## config.mk

```make
export PLATFORM = sky130hd
export DESIGN_NAME = fft_frame_ctrl
export DESIGN_NICKNAME = d
export VERILOG_FILES = /design/src/rtl/fft_frame_ctrl.sv
export SDC_FILE = /design/constraint.sdc
export NUM_CORES = 1
export LEC_CHECK = 0
export BUFFER_PORTS_ARGS = -buffer_cell sky130_fd_sc_hd__buf_2
export CORE_ASPECT_RATIO = 0.7
export CORE_UTILIZATION = 50
export DETAILED_ROUTE_END_ITERATION = 6
export GPL_ROUTABILITY_DRIVEN = 1
export PLACE_DENSITY_LB_ADDON = 0.3
export SYNTH_ARGS = -nofsm -noshare
export SYNTH_HDL_FRONTEND = slang
export SYNTH_SLANG_ARGS = --single-unit
```

## constraint.sdc

```tcl
create_clock -name clk -period 4.87 [get_ports clk]
set_input_delay 0.2435 -clock clk [delete_from_list [all_inputs] [get_ports clk]]
set_output_delay 0.2435 -clock clk [all_outputs]
set_load 0.01 [all_outputs]
```

## src/rtl/fft_frame_ctrl.sv

```systemverilog
// fft_frame_ctrl: frame sequencer in front of a streaming FFT pipeline.
//   Buffers upstream samples and issues whole frames of FFT_SIZE samples to
//   the first pipeline stage. When no further frame is ready, it follows with
//   a zero-filled flush frame that drains the reorder buffers. A small tag FIFO
//   records whether each issued frame is real or flush. The output side uses
//   these tags to pass real bins and drop flush bins.
//
// Parameters:
//   FFT_SIZE        points per frame (power of two, >= 4)
//   NUM_FRAMES_BUF  sample buffer depth in whole frames (>= 2)
//   DATA_W          width of one complex sample, packed as {re, im}
//
// Ports:
//   clk, rst                      rising-edge clock, async active-high reset
//   s_data/s_valid/s_ready        upstream sample stream
//   pipe_din/pipe_din_valid       to first FFT stage (registered)
//   pipe_dout/pipe_dout_valid     from last FFT stage
//   m_data/m_valid/m_first/m_last/m_index   output bins (registered)
//   busy                          sequencer active or frames still in flight
//   err                           sticky tag FIFO error
//
// Build option: define FFT_FRAME_CTRL_BITREV_EN to report m_index as the
// bit-reversed out counter (natural bin number). Otherwise m_index is the
// raw out counter.

module fft_frame_ctrl #(
  parameter int FFT_SIZE       = 16,
  parameter int NUM_FRAMES_BUF = 2,
  parameter int DATA_W         = 32
) (
  input  logic                        clk,
  input  logic                        rst,
  input  logic [DATA_W-1:0]           s_data,
  input  logic                        s_valid,
  output logic                        s_ready,
  output logic [DATA_W-1:0]           pipe_din,
  output logic                        pipe_din_valid,
  input  logic [DATA_W-1:0]           pipe_dout,
  input  logic                        pipe_dout_valid,
  output logic [DATA_W-1:0]           m_data,
  output logic                        m_valid,
  output logic                        m_first,
  output logic                        m_last,
  output logic [$clog2(FFT_SIZE)-1:0] m_index,
  output logic                        busy,
  output logic                        err
);

  localparam int DEPTH = NUM_FRAMES_BUF * FFT_SIZE;
  localparam int AW    = $clog2(DEPTH);
  localparam int CW    = $clog2(DEPTH + 1);
  localparam int BW    = $clog2(FFT_SIZE);
  localparam logic [CW-1:0] FRAME_CNT = CW'(FFT_SIZE);
  localparam logic [CW-1:0] FULL_CNT  = CW'(DEPTH);
  localparam logic [BW-1:0] LAST_BEAT = BW'(FFT_SIZE - 1);

  typedef enum logic [1:0] {ST_IDLE, ST_RUN, ST_FLUSH} state_t;

  state_t        r_state, w_state_next;
  logic [BW-1:0] r_beat, w_beat_next;

  // ---------------- sample FIFO ----------------
  logic [DATA_W-1:0] r_mem [DEPTH];
  logic [AW-1:0]     r_wr_ptr, r_rd_ptr;
  logic [CW-1:0]     r_count, w_count_next;
  logic              r_rdy_en;   // keeps s_ready low while reset is applied
  logic              w_push, w_pop;

  assign s_ready      = r_rdy_en & (r_count != FULL_CNT);
  assign w_push       = s_valid & s_ready;
  assign w_pop        = (r_state == ST_RUN);
  assign w_count_next = r_count + CW'(w_push) - CW'(w_pop);

  always_ff @(posedge clk) begin
    if (w_push) r_mem[r_wr_ptr] <= s_data;
  end

  always_ff @(posedge clk or posedge rst) begin
    if (rst) begin
      r_wr_ptr       <= '0;
      r_rd_ptr       <= '0;
      r_count        <= '0;
      r_rdy_en       <= 1'b0;
      pipe_din       <= '0;
      pipe_din_valid <= 1'b0;
    end else begin
      r_rdy_en <= 1'b1;
      if (w_push) r_wr_ptr <= (r_wr_ptr == AW'(DEPTH - 1)) ? '0 : r_wr_ptr + AW'(1);
      if (w_pop)  r_rd_ptr <= (r_rd_ptr == AW'(DEPTH - 1)) ? '0 : r_rd_ptr + AW'(1);
      r_count        <= w_count_next;
      // Flush beats carry zeros but stay valid so the pipeline keeps moving.
      pipe_din_valid <= (r_state != ST_IDLE);
      pipe_din       <= w_pop ? r_mem[r_rd_ptr] : '0;
    end
  end

  // ---------------- frame sequencer ----------------
  always_ff @(posedge clk or posedge rst) begin
    if (rst) begin
      r_state <= ST_IDLE;
      r_beat  <= '0;
    end else begin
      r_state <= w_state_next;
      r_beat  <= w_beat_next;
    end
  end

  always_comb begin
    w_state_next = r_state;
    w_beat_next  = r_beat;
    case (r_state)
      ST_IDLE: begin
        if (r_count >= FRAME_CNT) begin
          w_state_next = ST_RUN;
          w_beat_next  = '0;
        end
      end
      ST_RUN: begin
        if (r_beat == LAST_BEAT) begin
          w_beat_next  = '0;
          // Occupancy after this beat's pop decides back-to-back vs flush.
          w_state_next = (w_count_next >= FRAME_CNT) ? ST_RUN : ST_FLUSH;
        end else begin
          w_beat_next = r_beat + BW'(1);
        end
      end
      ST_FLUSH: begin
        // A frame that fills up mid-flush waits here until the last beat.
        if (r_beat == LAST_BEAT) begin
          w_beat_next  = '0;
          w_state_next = (r_count >= FRAME_CNT) ? ST_RUN : ST_IDLE;
        end else begin
          w_beat_next = r_beat + BW'(1);
        end
      end
      default: begin
        w_state_next = ST_IDLE;
        w_beat_next  = '0;
      end
    endcase
  end

  // ---------------- tag FIFO (1 = real frame, 0 = flush frame) ----------------
  logic          r_tag_mem [4];
  logic [1:0]    r_tag_wr, r_tag_rd;
  logic [2:0]    r_tag_cnt;
  logic [BW-1:0] r_out_cnt;
  logic          w_tag_push, w_tag_full, w_tag_empty, w_tag_pop, w_tag_wr_en;
  logic          w_out_last, w_head, w_real;
  logic [BW-1:0] w_index;

  assign w_tag_push  = (r_state != ST_IDLE) & (r_beat == '0);
  assign w_tag_full  = (r_tag_cnt == 3'd4);
  assign w_tag_empty = (r_tag_cnt == 3'd0);
  assign w_out_last  = (r_out_cnt == LAST_BEAT);
  assign w_tag_pop   = pipe_dout_valid & w_out_last & ~w_tag_empty;
  assign w_tag_wr_en = w_tag_push & ~w_tag_full;
  assign w_head      = r_tag_mem[r_tag_rd];
  // Output beats with no matching tag are never passed downstream.
  assign w_real      = pipe_dout_valid & ~w_tag_empty & w_head;

  always_ff @(posedge clk) begin
    if (w_tag_wr_en) r_tag_mem[r_tag_wr] <= (r_state == ST_RUN);
  end

`ifdef FFT_FRAME_CTRL_BITREV_EN
  generate
    for (genvar gi = 0; gi < BW; gi++) begin : g_bitrev
      assign w_index[gi] = r_out_cnt[BW-1-gi];
    end
  endgenerate
`else
  assign w_index = r_out_cnt;
`endif

  always_ff @(posedge clk or posedge rst) begin
    if (rst) begin
      r_tag_wr  <= '0;
      r_tag_rd  <= '0;
      r_tag_cnt <= '0;
      r_out_cnt <= '0;
      err       <= 1'b0;
      m_data    <= '0;
      m_valid   <= 1'b0;
      m_first   <= 1'b0;
      m_last    <= 1'b0;
      m_index   <= '0;
    end else begin
      if (w_tag_wr_en) r_tag_wr <= r_tag_wr + 2'd1;
      if (w_tag_pop)   r_tag_rd <= r_tag_rd + 2'd1;
      r_tag_cnt <= r_tag_cnt + 3'(w_tag_wr_en) - 3'(w_tag_pop);
      // Counter holds across gaps in pipe_dout_valid; wraps naturally at FFT_SIZE.
      if (pipe_dout_valid) r_out_cnt <= r_out_cnt + BW'(1);
      if ((w_tag_push & w_tag_full) | (pipe_dout_valid & w_tag_empty)) err <= 1'b1;
      m_data  <= pipe_dout;
      m_valid <= w_real;
      m_first <= w_real & (r_out_cnt == '0);
      m_last  <= w_real & w_out_last;
      m_index <= w_index;
    end
  end

  assign busy = (r_state != ST_IDLE) | ~w_tag_empty;

endmodule

```

==> impl_metrics.json <==
{
  "outcome": "finished, final reports clean",
  "min_path_cells": 1,
  "drc": 0,
  "fp.dieW_um": 353.2,
  "ys_ff_latch": 1135,
  "crit_type": "flop to flop",
  "cts_resized": 0,
  "drv_cap": 0,
  "ir_drop_mv": 0.4506,
  "start_util": 0.5086,
  "synth_edf_count": 1028,
  "cts_tree": "yes",
  "finalSetupViolCount": 0,
  "dr.pass1.iters": 5,
  "tightest_slew_ps": 1403,
  "die_h_um": 247.8,
  "dr.first_iter.drc_count": 2472,
  "wl_per_cell_um": 29.53,
  "final_nets": 2368,
  "arrival_ps": 3970,
  "ant_nets": 0,
  "grt_max_degree": 81,
  "crit_path_end_kind": "flop",
  "skew_ps": 22.96,
  "grt.total_usage": 0.2386,
  "grt_antenna_before_repair": 3,
  "antennaDiodeCount": 0,
  "num_rows": 89,
  "synth_top_area_share": 0.7152,
  "die_area_um2": 87520,
  "post-synth-top-count-cell": "edfxtp_1",
  "viasPerCell": 6.156,
  "ys_top_cells_by_count": "edfxtp_1 (1028), mux4_2 (184), mux2i_1 (148)",
  "p_per_area_nw_per_um2": 544.9,
  "yosys.area.top_type": "edfxtp_1",
  "grt_overflow": 0,
  "hp-class": "input port to flop",
  "fin_tns_setup_ps": 0,
  "cts_buffer_depth": 3,
  "drv_slew": 0,
  "worstPathRequired_ps": 5350,
  "fmax_mhz": 287.0,
  "r2r_cells": 5,
  "cp-startpoint": "r_rd_ptr[2]",
  "synthFlopType": "edfxtp_1",
  "grt_pass1_wl_mm": 149.9,
  "coreArea_um2": 84850,
  "ys_types": 54,
  "critical_path.endpoint": "pipe_din[10]",
  "dpl.hpwl_mm": 60.81,
  "rrSetupSlack_ps": 1390,
  "cts_htree_levels": 3,
  "holdCritStartpoint": "s_data[22]",
  "power.leakage_nw": 16.40,
  "cts_root_buf": "clkbuf_16",
  "area_delta_synth_final_pct": 13.58,
  "r2r_end": "pipe_din[10]",
  "syn-cell-area_um2": 43160,
  "finalWeightedCongestion": 0.8097,
  "pre_cts_ws_ps": 1388,
  "vias": 21490,
  "drive_gt1_frac": 0.2557,
  "hold_viol_final": 0,
  "io_pins": 143,
  "crit_path_start_kind": "flop",
  "finalCritPeriodShare": 0.7156,
  "synthArstFlopShare": 0.09427,
  "synth_area_leaders": "edfxtp_1 (72%), mux4_2 (9.6%), dfrtp_1 (6.2%)",
  "cts_sinks": 1135,
  "setup_ws_ps": 1385,
  "finalWirelength_mm": 103.1,
  "slew_headroom": 0.06270,
  "cts_buffers": 99,
  "syn_nets": 2146,
  "ys_seq_area_frac": 0.7773,
  "port_buffers": 142,
  "grt_pass1_vias": 21580,
  "rr_startpoint": "r_rd_ptr[2]",
  "synthCells": 2046,
  "yosys_warnings": 0,
  "cts.clk_slew.worst_paths_ps": 60,
  "synth.avg_cell_area_um2": 21.09,
  "critical_path.max_fanout": 80,
  "min_period_ps": 3485,
  "clock_latency_ps": 670,
  "grt_setup_unrepaired": "false"
}
==> worst min path at each step <==
stage | end
floorplan | m_data[0]
global placement | m_data[1]
detailed placement | m_data[22]
CTS | r_mem[5][3]
global route | r_mem[17][22]
finish | r_mem[16][22]
==> sequential cells by signal (all words and copies together), names as in the netlist, 2 cells and up <==
signal,flops
m_data,32
r_tag_rd,2
m_index,4
r_rd_ptr,5
pipe_din,32
r_state,2
r_tag_wr,2
r_tag_cnt,3
r_mem,1024
r_tag_mem,4
r_count,6
r_out_cnt,4
r_beat,4
r_wr_ptr,5
==> routing by layer <==
metal | track usage | vias up | wire, um
met2 | 0.3590 | 1030 | 46940
li1 | - | 8898 | -
met3 | 0.05971 | 146 | 9586
met1 | 0.3503 | 11410 | 44180
met4 | 0.06379 | 2 | 2361
met5 | 0 | - | 19
==> final cells by class <==
| cell class | instances | area [um2] |
|---|---|---|
| Tap cell | 1137 | 1423 |
| Clock buffer | 132 | 2735 |
| Inverter | 26 | 100.1 |
| Sequential cell | 1135 | 33560 |
| Timing Repair Buffer | 229 | 1524 |
| Fill cell | 6122 | 35830 |
| Multi-Input combinational cell | 777 | 9110 |
| Clock inverter | 55 | 570.5 |
==> metrics by stage <==
step | hold WS [ps] | area [um2] | power (mW) | utilization | std cells
global placement | 350.9 | 45360 | 18.74 | 0.5345 | 3269
floorplan | 274.9 | 43160 | 16.60 | - | 2046
global route | 112.7 | 49020 | 27.66 | 0.5777 | 3491
detailed placement | 352.8 | 45360 | 18.86 | 0.5345 | 3269
CTS | 92.79 | 49000 | 26.79 | 0.5775 | 3490
finish | 116.5 | 49020 | 26.71 | 0.5777 | 3491
==> cells by family after synthesis <==
group                    share of synthesized area
AO/OA/AOI/OAI                              0.04380
XOR/XNOR                                  0.002435
adder cells (fa/ha/maj)                   0.009625
buffers and inverters                      0.01780
flip-flops                                  0.7773
multiplexers                                0.1337
other                                   0.00008689
AND/OR/NAND/NOR                            0.01525
==> power breakdown <==
part           internal, mW  switching, mW  leakage, nW
clock                  4.50           3.49         1.61
sequential             11.1          0.583         10.6
combinational          2.99           4.04         4.23
==> placed cells by master, fill, tap and decap left out, types with 9 or more instances in the layout <==
cell type      instances
a2111oi_0             16
a2111oi_2             13
a211oi_1              23
a21oi_1               40
a22o_1                29
a22oi_1               34
buf_2                142
buf_4                 47
bufinv_16             10
clkbuf_1              23
clkbuf_16            102
clkinv_1              13
clkinv_2              21
dfrtp_1              103
dlygate4sd3_1         34
edfxtp_1            1028
ha_1                  30
inv_1                 24
mux2_2                13
mux2i_1              148
mux4_2               184
nand2_1               40
nand3_1               14
nor2_1                 9
nor2_4                33
o21ai_0               18
o221ai_1              25
o22ai_1               29
==> critical path, stage by stage (launching register included) <==
cell and delay (ps):
dfrtp_4 1060, buf_12 460, mux4_2 410, a22o_1 240
a2111oi_0 790, a211oi_1 200
==> repair_timing <==
| item | in CTS | in global routing |
|---|---|---|
| setup buffers | 0 | 0 |
| hold buffers | 34 | 0 |
| endpoints found under the hold margin | 84 | 0 |
Note: power is estimated with default switching activity, not from simulation.
